**src/rtl/washer_pkg.sv**
```systemverilog
// washer_pkg: shared types and default constants for the washing-machine
// plant model and the controller bench.
//   det_state_t  - dispenser FSM states (DET_IDLE / DET_DISP / DET_DONE)
//   DEF_*        - default widths, rates, thresholds and tick counts
//   sat_inc      - saturating increment helper
package washer_pkg;

    typedef enum logic [1:0] {
        DET_IDLE = 2'd0,
        DET_DISP = 2'd1,
        DET_DONE = 2'd2
    } det_state_t;

    localparam int DEF_LEVEL_W     = 8;
    localparam int DEF_FULL_LEVEL  = 200;
    localparam int DEF_FILL_RATE   = 4;
    localparam int DEF_DRAIN_RATE  = 8;
    localparam int DEF_DET_TICKS   = 3;
    localparam int DEF_CYCLE_TICKS = 16;
    localparam int DEF_SPIN_TICKS  = 10;
    localparam int DEF_TMR_W       = 8;

    // Increment by one unless already at the terminal value.
    function automatic logic [31:0] sat_inc(input logic [31:0] value, input logic [31:0] term);
        if (value >= term) begin
            sat_inc = term;
        end else begin
            sat_inc = value + 32'd1;
        end
    endfunction

endpackage

```
**src/rtl/washer_tick_timer.sv**
```systemverilog
// washer_tick_timer: saturating tick counter.
//   clk, rst     - clock, asynchronous active-low reset
//   clr          - synchronous clear (wins over en)
//   en           - count one step this cycle
//   expired      - registered flag, high while the count sits at TERM
module washer_tick_timer
    import washer_pkg::*;
#(
    parameter int W    = 8,
    parameter int TERM = 16
) (
    input  logic clk,
    input  logic rst,
    input  logic clr,
    input  logic en,
    output logic expired
);

    localparam logic [W-1:0] TERM_V = W'(TERM);

    logic [W-1:0] count_r;
    logic [W-1:0] count_next_s;
    logic         expired_r;

    // Next count: clear first, then saturating increment.
    always_comb begin
        count_next_s = count_r;
        if (clr) begin
            count_next_s = {W{1'b0}};
        end else if (en) begin
            count_next_s = W'(sat_inc(32'(count_r), 32'(TERM_V)));
        end else begin
            count_next_s = count_r;
        end
    end

    // Count and terminal flag registers; the flag tracks the new count.
    always_ff @(posedge clk or negedge rst) begin
        if (!rst) begin
            count_r   <= {W{1'b0}};
            expired_r <= 1'b0;
        end else begin
            count_r   <= count_next_s;
            expired_r <= (count_next_s == TERM_V);
        end
    end

    assign expired = expired_r;

endmodule

```
**config.mk**
```make
export PLATFORM = sky130hd
export DESIGN_NAME = washer_tick_timer
export DESIGN_NICKNAME = d
export VERILOG_FILES = /design/src/rtl/washer_pkg.sv /design/src/rtl/washer_tick_timer.sv
export SDC_FILE = /design/constraint.sdc
export NUM_CORES = 1
export LEC_CHECK = 0
export ABC_AREA = 1
export ABC_CLOCK_PERIOD_IN_PS = 1600
export CAP_MARGIN = 10
export CORE_AREA = 2 2 39 41
export DETAILED_ROUTE_END_ITERATION = 6
export DIE_AREA = 0 0 41 43
export HOLD_SLACK_MARGIN = 0.06
export PLACE_DENSITY = 0.53
export SLEW_MARGIN = 0
export SYNTH_ARGS = -nofsm -noshare
export SYNTH_HDL_FRONTEND = slang
export SYNTH_SLANG_ARGS = --single-unit
```
**constraint.sdc**
```tcl
create_clock -name clk -period 1.6 [get_ports clk]
set_clock_uncertainty 0.15 [all_clocks]
set_input_delay 0.32 -clock clk [delete_from_list [all_inputs] [get_ports clk]]
set_output_delay 0.32 -clock clk [all_outputs]
set_load 0.01 [all_outputs]
```
# After elaboration in Yosys (flattened, before gate mapping)

Index checks and enable logic that the tools add are counted.

Divide/modulo/power cells: 0
Add/sub/neg operators: 1
$lt $le $gt $ge: 1
Bitwise logic cells: 0
Equal/unequal tests: 1
Mux-type cells: 3
Shift-type cells: 0
Reduce and logical (&&, ||, !) cells: 0
$mul: 0

Operator list:

| kind                                                                                | count |
|---|---|
| 8-bit 2-to-1 mux                                                                    | 3 |
| 8-bit by 1-bit adder with 8-bit output, second input constant                       | 1 |
| 8-bit by 5-bit equality test with 1-bit output, second input constant               | 1 |
| 8-bit by 5-bit greater-or-equal comparator with 1-bit output, second input constant | 1 |

Logic and storage cells: 8
Memory bits (read-only): 0
Output and inout port bits: 1
Bits in latches: 0
Input port bits: 4
Memories: 0
Register bits: 9
Bits in writable memories: 0

# Depth between registers and ports, before layout

Gate-level depths: netlist of the first run.

Depth in word-level cells: 5
Mapped depth: 8
Gate-level depth less buffers: 8

# Worst setup path after synthesis of the first run

No wires, ideal clock.

Kind: register -> register
Start: register count_r[0]
End: register expired_r (netlist: expired)
Buffers on the path: 0
Path slack: 307 ps
Clock period less this slack: 1293 ps
Data arrival time: 1073 ps
Cell stages (with the launch flop): 8
Path through: dfrtp_1 -> inv_1 -> ha_1 -> nor2_1 -> a21oi_1 -> nand2_1 -> nand3_2 -> nor2_2

Longest elaborated chain between the ends: 5

RTL lines:

| element                                                                                                                       | RTL line                           | RTL |
|---|---|---|
| start, declared                                                                                                               | washer_tick_timer.sv:21            | `logic [W-1:0] count_r;` |
| start signal, assigned                                                                                                        | washer_tick_timer.sv:40            | `count_r <= {W{1'b0}};` |
| start signal, assigned                                                                                                        | washer_tick_timer.sv:43            | `count_r <= count_next_s;` |
| 8-bit by 1-bit adder with 8-bit output / 8-bit by 5-bit greater-or-equal comparator with 1-bit output (equally long branches) | washer_pkg.sv:28, washer_pkg.sv:25 |  |
| 8-bit 2-to-1 mux                                                                                                              | washer_pkg.sv:25                   | `if (value >= term) begin` |
| 8-bit 2-to-1 mux *                                                                                                            | washer_tick_timer.sv:30            | `end else if (en) begin` |
| 8-bit 2-to-1 mux *                                                                                                            | washer_tick_timer.sv:28            | `if (clr) begin` |
| 8-bit by 5-bit equality test with 1-bit output *                                                                              | washer_tick_timer.sv:44            | `expired_r <= (count_next_s == TERM_V);` |
| end signal, assigned                                                                                                          | washer_tick_timer.sv:44            |  |
| end, declared                                                                                                                 | washer_tick_timer.sv:23            | `logic expired_r;` |

Every way passes the cells marked *; elsewhere a longest branch is shown, timed or not.

# Worst setup path after layout of the first run

Ends and elaborated chain as after synthesis.

==> summary.txt, run 1 <==
Run status
  • Outcome: complete, no violations

Route
  • Post-DR wirelength/cell: 9.87 um
  • Drt drc: 0
  • Vias: 403
  • Antenna viol nets, final: 0
  • DR vias/cell: 4.43
  • Initial DRC Count: 2
  • 1st-pass router iterations: 2
  • DRT Wirelength: 898 um

Logic synthesis
  • Ys Warns: 0
  • Yosys top cell by area: dfrtp_1
  • Yosys reg bits: 9
  • Mapped Area: 490 um^2
  • Syn Nets: 68
  • Sequential fraction of the synthesis area: 45.9%
  • Mean Syn Cell Area: 7.91 um^2
  • Synthesized instance count: 62
  • Distinct cells, synth: 15
  • Share of the synthesized area in the top cell type: 45.9%
  • Top cells by area, synth: dfrtp_1 (46%), inv_1 (9.9%), nand2_1 (9.2%)

Critical path
  • Worst-path cell chain: inv_1 -> ha_1 -> nor2_1 -> a21oi_1 -> nand2_1 -> nand3_2 -> nor2_2
  • Setup crit start kind: flop
  • Crit path max-delay family: flip-flops
  • Worst path max stage delay: 0.40 ns
  • Flop2flop setup slack: 0.17 ns
  • Crit path max fanout: 4
  • Worst Setup End Kind: flop
  • Crit-path slowest cell: dfrtp_1
  • RR Endpoint: expired$_DFF_PN0_
  • Worst Path Buf+Inv: 1
  • Worst r2r path cells: 7
  • Worst Path Required: 1.65 ns
  • Crit Path Class: reg2reg
  • R2R Path Start: count_r[0]$_DFF_PN0_
  • Crit path DAT: 1.48 ns

Placement
  • RePlAce Congestion: 0.704
  • Count of input and output buffers: 4
  • Post-detailed-placement half-perimeter wirelength: 698 um
  • Number of instances in the placed design: 87

Layout
  • Nets: 82
  • Area of the multi-input gates: 195 um^2
  • Final Util: 44.3%
  • Register area: 225 um^2
  • Non-Filler Instances: 91
  • Inserted Diodes: 0
  • Area grow syn2layout: 25.0%
  • Proportion of layout cells with a drive suffix above 1: 22.7%
  • # fillers: 150

Timing
  • Hold Worst Slack: 0.194 ns
  • Max-slew violation count: 0
  • Final critical-path share of the clock period: 89.3%
  • Unrepaired setup endpoints after global routing: false
  • Final hold viol count: 0
  • Setup TNS Final: 0 ns
  • Slew headroom: 72.9%
  • Fin crit period: 1.43 ns
  • Slew @ Worst Pin: 0.405 ns
  • Maximum clock frequency: 700 MHz
  • # setup viols final: 0

Clock tree
  • Clock Sink Count: 9
  • Reg clk slew, reported paths: 0.06 ns
  • CTS H-Tree Depth: 1
  • Num CTS Buffers: 3
  • Root Buffer: clkbuf_4
  • Worst-skew pair later-pin latency: 0.27 ns
  • CTS Buffer Depth: 2
  • Post-CTS Setup Inserts: 0
  • Hold_buf cts: 0
  • CTS tree: done

Floorplanning
  • I/O Pins: 5
  • Core area: 1380 um^2
  • Die height: 43 um
  • Initial Util: 35.4%
  • Die width: 41 um
  • Area of the die: 1760 um^2
  • Cell row count: 14

Power and ir drop
  • Leak: 0.377 nW
  • Max IR drop VDD: 0.412 mV
  • PwrDens: 768 nW/um^2

Hold path
  • Worst hold path class: in2async

Global routing
  • Initial antenna violation count: 0
  • GRT Total Usage: 14.0%
  • Total gr overflow: 0
  • Global-route wire length before repair: 1.55 mm
  • Vias in the first global route: 395
  • Largest net degree at the start of global routing: 10

Flow run
  • Max-Cap Viols: 0
[final cells by class]
type	count	share of cell area [%]
tap	16	3.27
multi-input combinational	37	31.8
timing repair buffer	10	14.3
clock buffer	4	4.29
inverter	15	9.59
sequential	9	36.7
[where the power goes]
| part | total [W] | switching (W) | internal, W |
|---|---|---|---|
| logic | 0.0000525 | 0.0000299 | 0.0000225 |
| registers | 0.000238 | 0.00000526 | 0.000233 |
| clock network | 0.000181 | 0.0000843 | 0.0000963 |
[placed cells by master, fill, tap and decap left out, drive strengths merged]
cell type / instances
clkdlybuf4s50: 3
nand2: 14
inv: 15
nor2: 9
dlymetal6s2s: 1
dfrtp: 9
nand3: 6
ha: 2
nand4: 3
a21oi: 2
clkbuf: 4
nor3: 1
buf: 6
[state kept, by name, summed over array words and instances (netlist names)]
| register | flops |
|---|---|
| count_r | 8 |
| expired | 1 |
[Yosys cell counts]
master    n
a21oi_1   2
buf_6     1
dfrtp_1   9
ha_1      2
inv_1    13
inv_2     1
inv_4     1
nand2_1  12
nand2_2   2
nand3_1   5
nand3_2   1
nand4_1   3
nor2_1    7
nor2_2    2
nor3_2    1
[timing repair]
item,CTS,global route
hold endpoints to repair,0,0
gates resized for setup,0,1
setup endpoints to repair,0,1
[per-stage QoR]
| stage | setup WS, ns | power (W) | cell area [um^2] |
|---|---|---|---|
| 6_report | 0.171 | 0.000471 | 613 |
| 5_1_grt | 0.0168 | 0.000497 | 613 |
| 3_3_place_gp | -0.119 | 0.000294 | 584 |
| 2_1_floorplan | 0.307 | 0.000273 | 490 |
| 3_5_place_dp | -0.114 | 0.000296 | 584 |
| 4_1_cts | 0.00512 | 0.000477 | 611 |
[cells by family after synthesis]
family	count (synthesis)	share of synthesized area, %
buffers and inverters	16	14.3
flip-flops	9	45.9
AO/OA/AOI/OAI	2	2.04
AND/OR/NAND/NOR	33	32.7
adder cells (fa/ha/maj)	2	5.10
[how the worst max path moves through the flow]
stage                                    start                 to  slack (ns)  depth (start not counted)
final                     count_r[0]$_DFF_PN0_  expired$_DFF_PN0_        0.17                          7
after global routing      count_r[0]$_DFF_PN0_  expired$_DFF_PN0_        0.02                          7
after CTS                    expired$_DFF_PN0_            expired       0.005                          1
after detailed placement                    en  expired$_DFF_PN0_       -0.11                          8
after global placement                      en  expired$_DFF_PN0_       -0.12                          8
after floorplan           count_r[0]$_DFF_PN0_  expired$_DFF_PN0_        0.31                          7
[per-layer routing]
layer	share of wire [%]	vias up	track usage, %	wire, um
met5	0	-	0	0
met4	3.6	0	14.0	32
met3	2.8	4	3.14	25
met2	49	5	18.8	437
met1	45	181	16.9	402
li1	-	213	-	-
Note: power is estimated with default switching activity, not from simulation.
==> run 2: changes to the inputs <==
DONT_BUFFER_PORTS = 1   (was unset)
PLACE_DENSITY = 0.48   (was 0.53)
==> summary.txt, run 2 (synthesized netlist as in run 1, its figures left out) <==
Route
  • 1st-pass router iterations: 4
  • Drt drc: 0
  • Post-DR wirelength/cell: 10.1 um
  • Initial DRC Count: 9
  • DR vias/cell: 4.44
  • DRT Wirelength: 851 um
  • Vias: 373
  • Antenna viol nets, final: 0

Global routing
  • Global-route wire length before repair: 1.57 mm
  • Total gr overflow: 0
  • Vias in the first global route: 369
  • Initial antenna violation count: 0
  • Top Usage Layer GRT: met1
  • GR met1 Demand/Resource: 20.6%
  • GRT Total Usage: 13.6%
  • Met2 Usage GRT: 16.9%
  • Largest net degree at the start of global routing: 10
  • GR Util met3: 1.57%

Layout
  • Nets: 75
  • Commonest cells after routing, fill and taps aside: inv_1 (13), nand2_1 (12), dfrtp_1 (9)
  • Top reg by flops: count_r
  • Proportion of layout cells with a drive suffix above 1: 16.2%
  • # fillers: 149
  • Area grow syn2layout: 13.3%
  • Largest register FFs: 8
  • Inserted Diodes: 0
  • Most common cell after layout, fill and taps aside: inv_1

Critical path
  • Worst Setup End Kind: flop
  • Crit path DAT: 1.54 ns
  • Crit-path slowest cell: dlygate4sd3_1
  • Crit path max-delay family: buffers and inverters
  • Worst-path cell chain: dlygate4sd3_1 -> nor2_2 -> dlygate4sd3_1
  • Worst r2r path cells: 7
  • Worst path max stage delay: 0.55 ns
  • R2R Path Start: count_r[0]$_DFF_PN0_
  • Flop2flop setup slack: 0.22 ns
  • Worst Path Required: 1.64 ns
  • RR Endpoint: expired$_DFF_PN0_
  • Crit Path Class: in2reg
  • Worst path most repeated cell: dlygate4sd3_1
  • Crit path max fanout: 3
  • Worst Path Buf+Inv: 2
  • Setup crit start kind: input pin
  • Critical path depth in cells: 3

Clock tree
  • Post-cts sizing count: 0
  • Hold_buf cts: 3
  • Post-CTS Setup Inserts: 0
  • Clock Sink Count: 9
  • Worst-skew pair later-pin latency: 0.26 ns
  • Root Buffer: clkbuf_4
  • CTS Buffer Depth: 2
  • Reg clk slew, reported paths: 0.06 ns
  • CTS tree: done
  • Num CTS Buffers: 3
  • CTS H-Tree Depth: 1

Floorplanning
  • Die width: 41 um
  • I/O Pins: 5
  • Area of the die: 1760 um^2
  • Initial Util: 35.4%
  • Cell row count: 14
  • Core area: 1380 um^2
  • Die height: 43 um

Timing
  • Final hold viol count: 0
  • Fin crit period: 1.49 ns
  • Slew headroom: 73.2%
  • Maximum clock frequency: 670 MHz
  • Unrepaired setup endpoints after global routing: false
  • Final critical-path share of the clock period: 93.3%
  • # setup viols final: 0
  • Slew @ Worst Pin: 0.401 ns
  • Max-slew violation count: 0
  • Setup TNS Final: 0 ns

Run status
  • Outcome: complete, no violations

Placement
  • Post-detailed-placement half-perimeter wirelength: 637 um
  • Count of input and output buffers: 0
  • RePlAce Congestion: 0.757

Power and ir drop
  • Leak: 0.331 nW
  • PwrDens: 810 nW/um^2
  • Power, Total: 0.000450 W
  • Max IR drop VDD: 0.389 mV

Hold path
  • Worst Hold Launch: clr
  • Worst Hold Path EP: count_r[4]$_DFF_PN0_
  • Worst hold stages: 3
  • Worst hold path class: in2reg

Flow run
  • Max-Cap Viols: 0
## run 2: cell types whose count changed in the layout (fill, tap and decap cells not counted)
| cell | delta |
|---|---|
| dlygate4sd3_1 | +3 |
| clkdlybuf4s50_1 | -3 |
| buf_4 | -6 |
| dlymetal6s2s_1 | -1 |
## run 2: worst max-delay path by stage
stage | startpoint | end | slack [ns]
3_5_place_dp | count_r[0]$_DFF_PN0_ | expired$_DFF_PN0_ | 0.22
4_1_cts | clr | count_r[5]$_DFF_PN0_ | 0.12
6_report | clr | count_r[5]$_DFF_PN0_ | 0.11
5_1_grt | clr | count_r[5]$_DFF_PN0_ | 0.07
2_1_floorplan | count_r[0]$_DFF_PN0_ | expired$_DFF_PN0_ | 0.31
3_3_place_gp | count_r[0]$_DFF_PN0_ | expired$_DFF_PN0_ | 0.23
## run 2: worst min-delay path, delay by kind of cell
kind | cells | cell delay [ns]
simple gates | 1 | 0.06
buf+inv | 2 | 0.07
## run 2: report_power, final
| group | switching [W] | leakage [nW] | internal [W] |
|---|---|---|---|
| logic | 0.0000241 | 0.192 | 0.0000148 |
| registers | 0.00000525 | 0.124 | 0.000233 |
| clock network | 0.0000775 | 0.0150 | 0.0000960 |
| total | 0.000107 | 0.331 | 0.000343 |
## run 2: cell type report
cell class / instances / area [um^2] / area share, %
Clock buffer: 4 / 26.3 / 4.73
Timing Repair Buffer: 3 / 30.0 / 5.41
Multi-Input combinational cell: 37 / 195 / 35.1
Sequential cell: 9 / 225 / 40.5
Inverter: 15 / 58.8 / 10.6
Tap cell: 16 / 20.0 / 3.60
## run 2: metrics by stage
stage,utilization (%),cells,instance area (um^2),hold slack [ns],setup WS (ns)
4_1_cts,40.1,84,556,0.0811,0.120
2_1_floorplan,-,62,490,-0.126,0.307
5_1_grt,40.1,84,556,0.103,0.0732
3_3_place_gp,36.1,77,499,-0.125,0.226
6_report,40.1,84,556,0.0894,0.107
3_5_place_dp,36.1,77,499,-0.125,0.222
## run 2: layer usage
metal / share of wire, % / wire, um
met1: 51 / 435
met2: 45 / 385
met3: 2.5 / 21
met4: 0.94 / 8
met5: 0 / 0
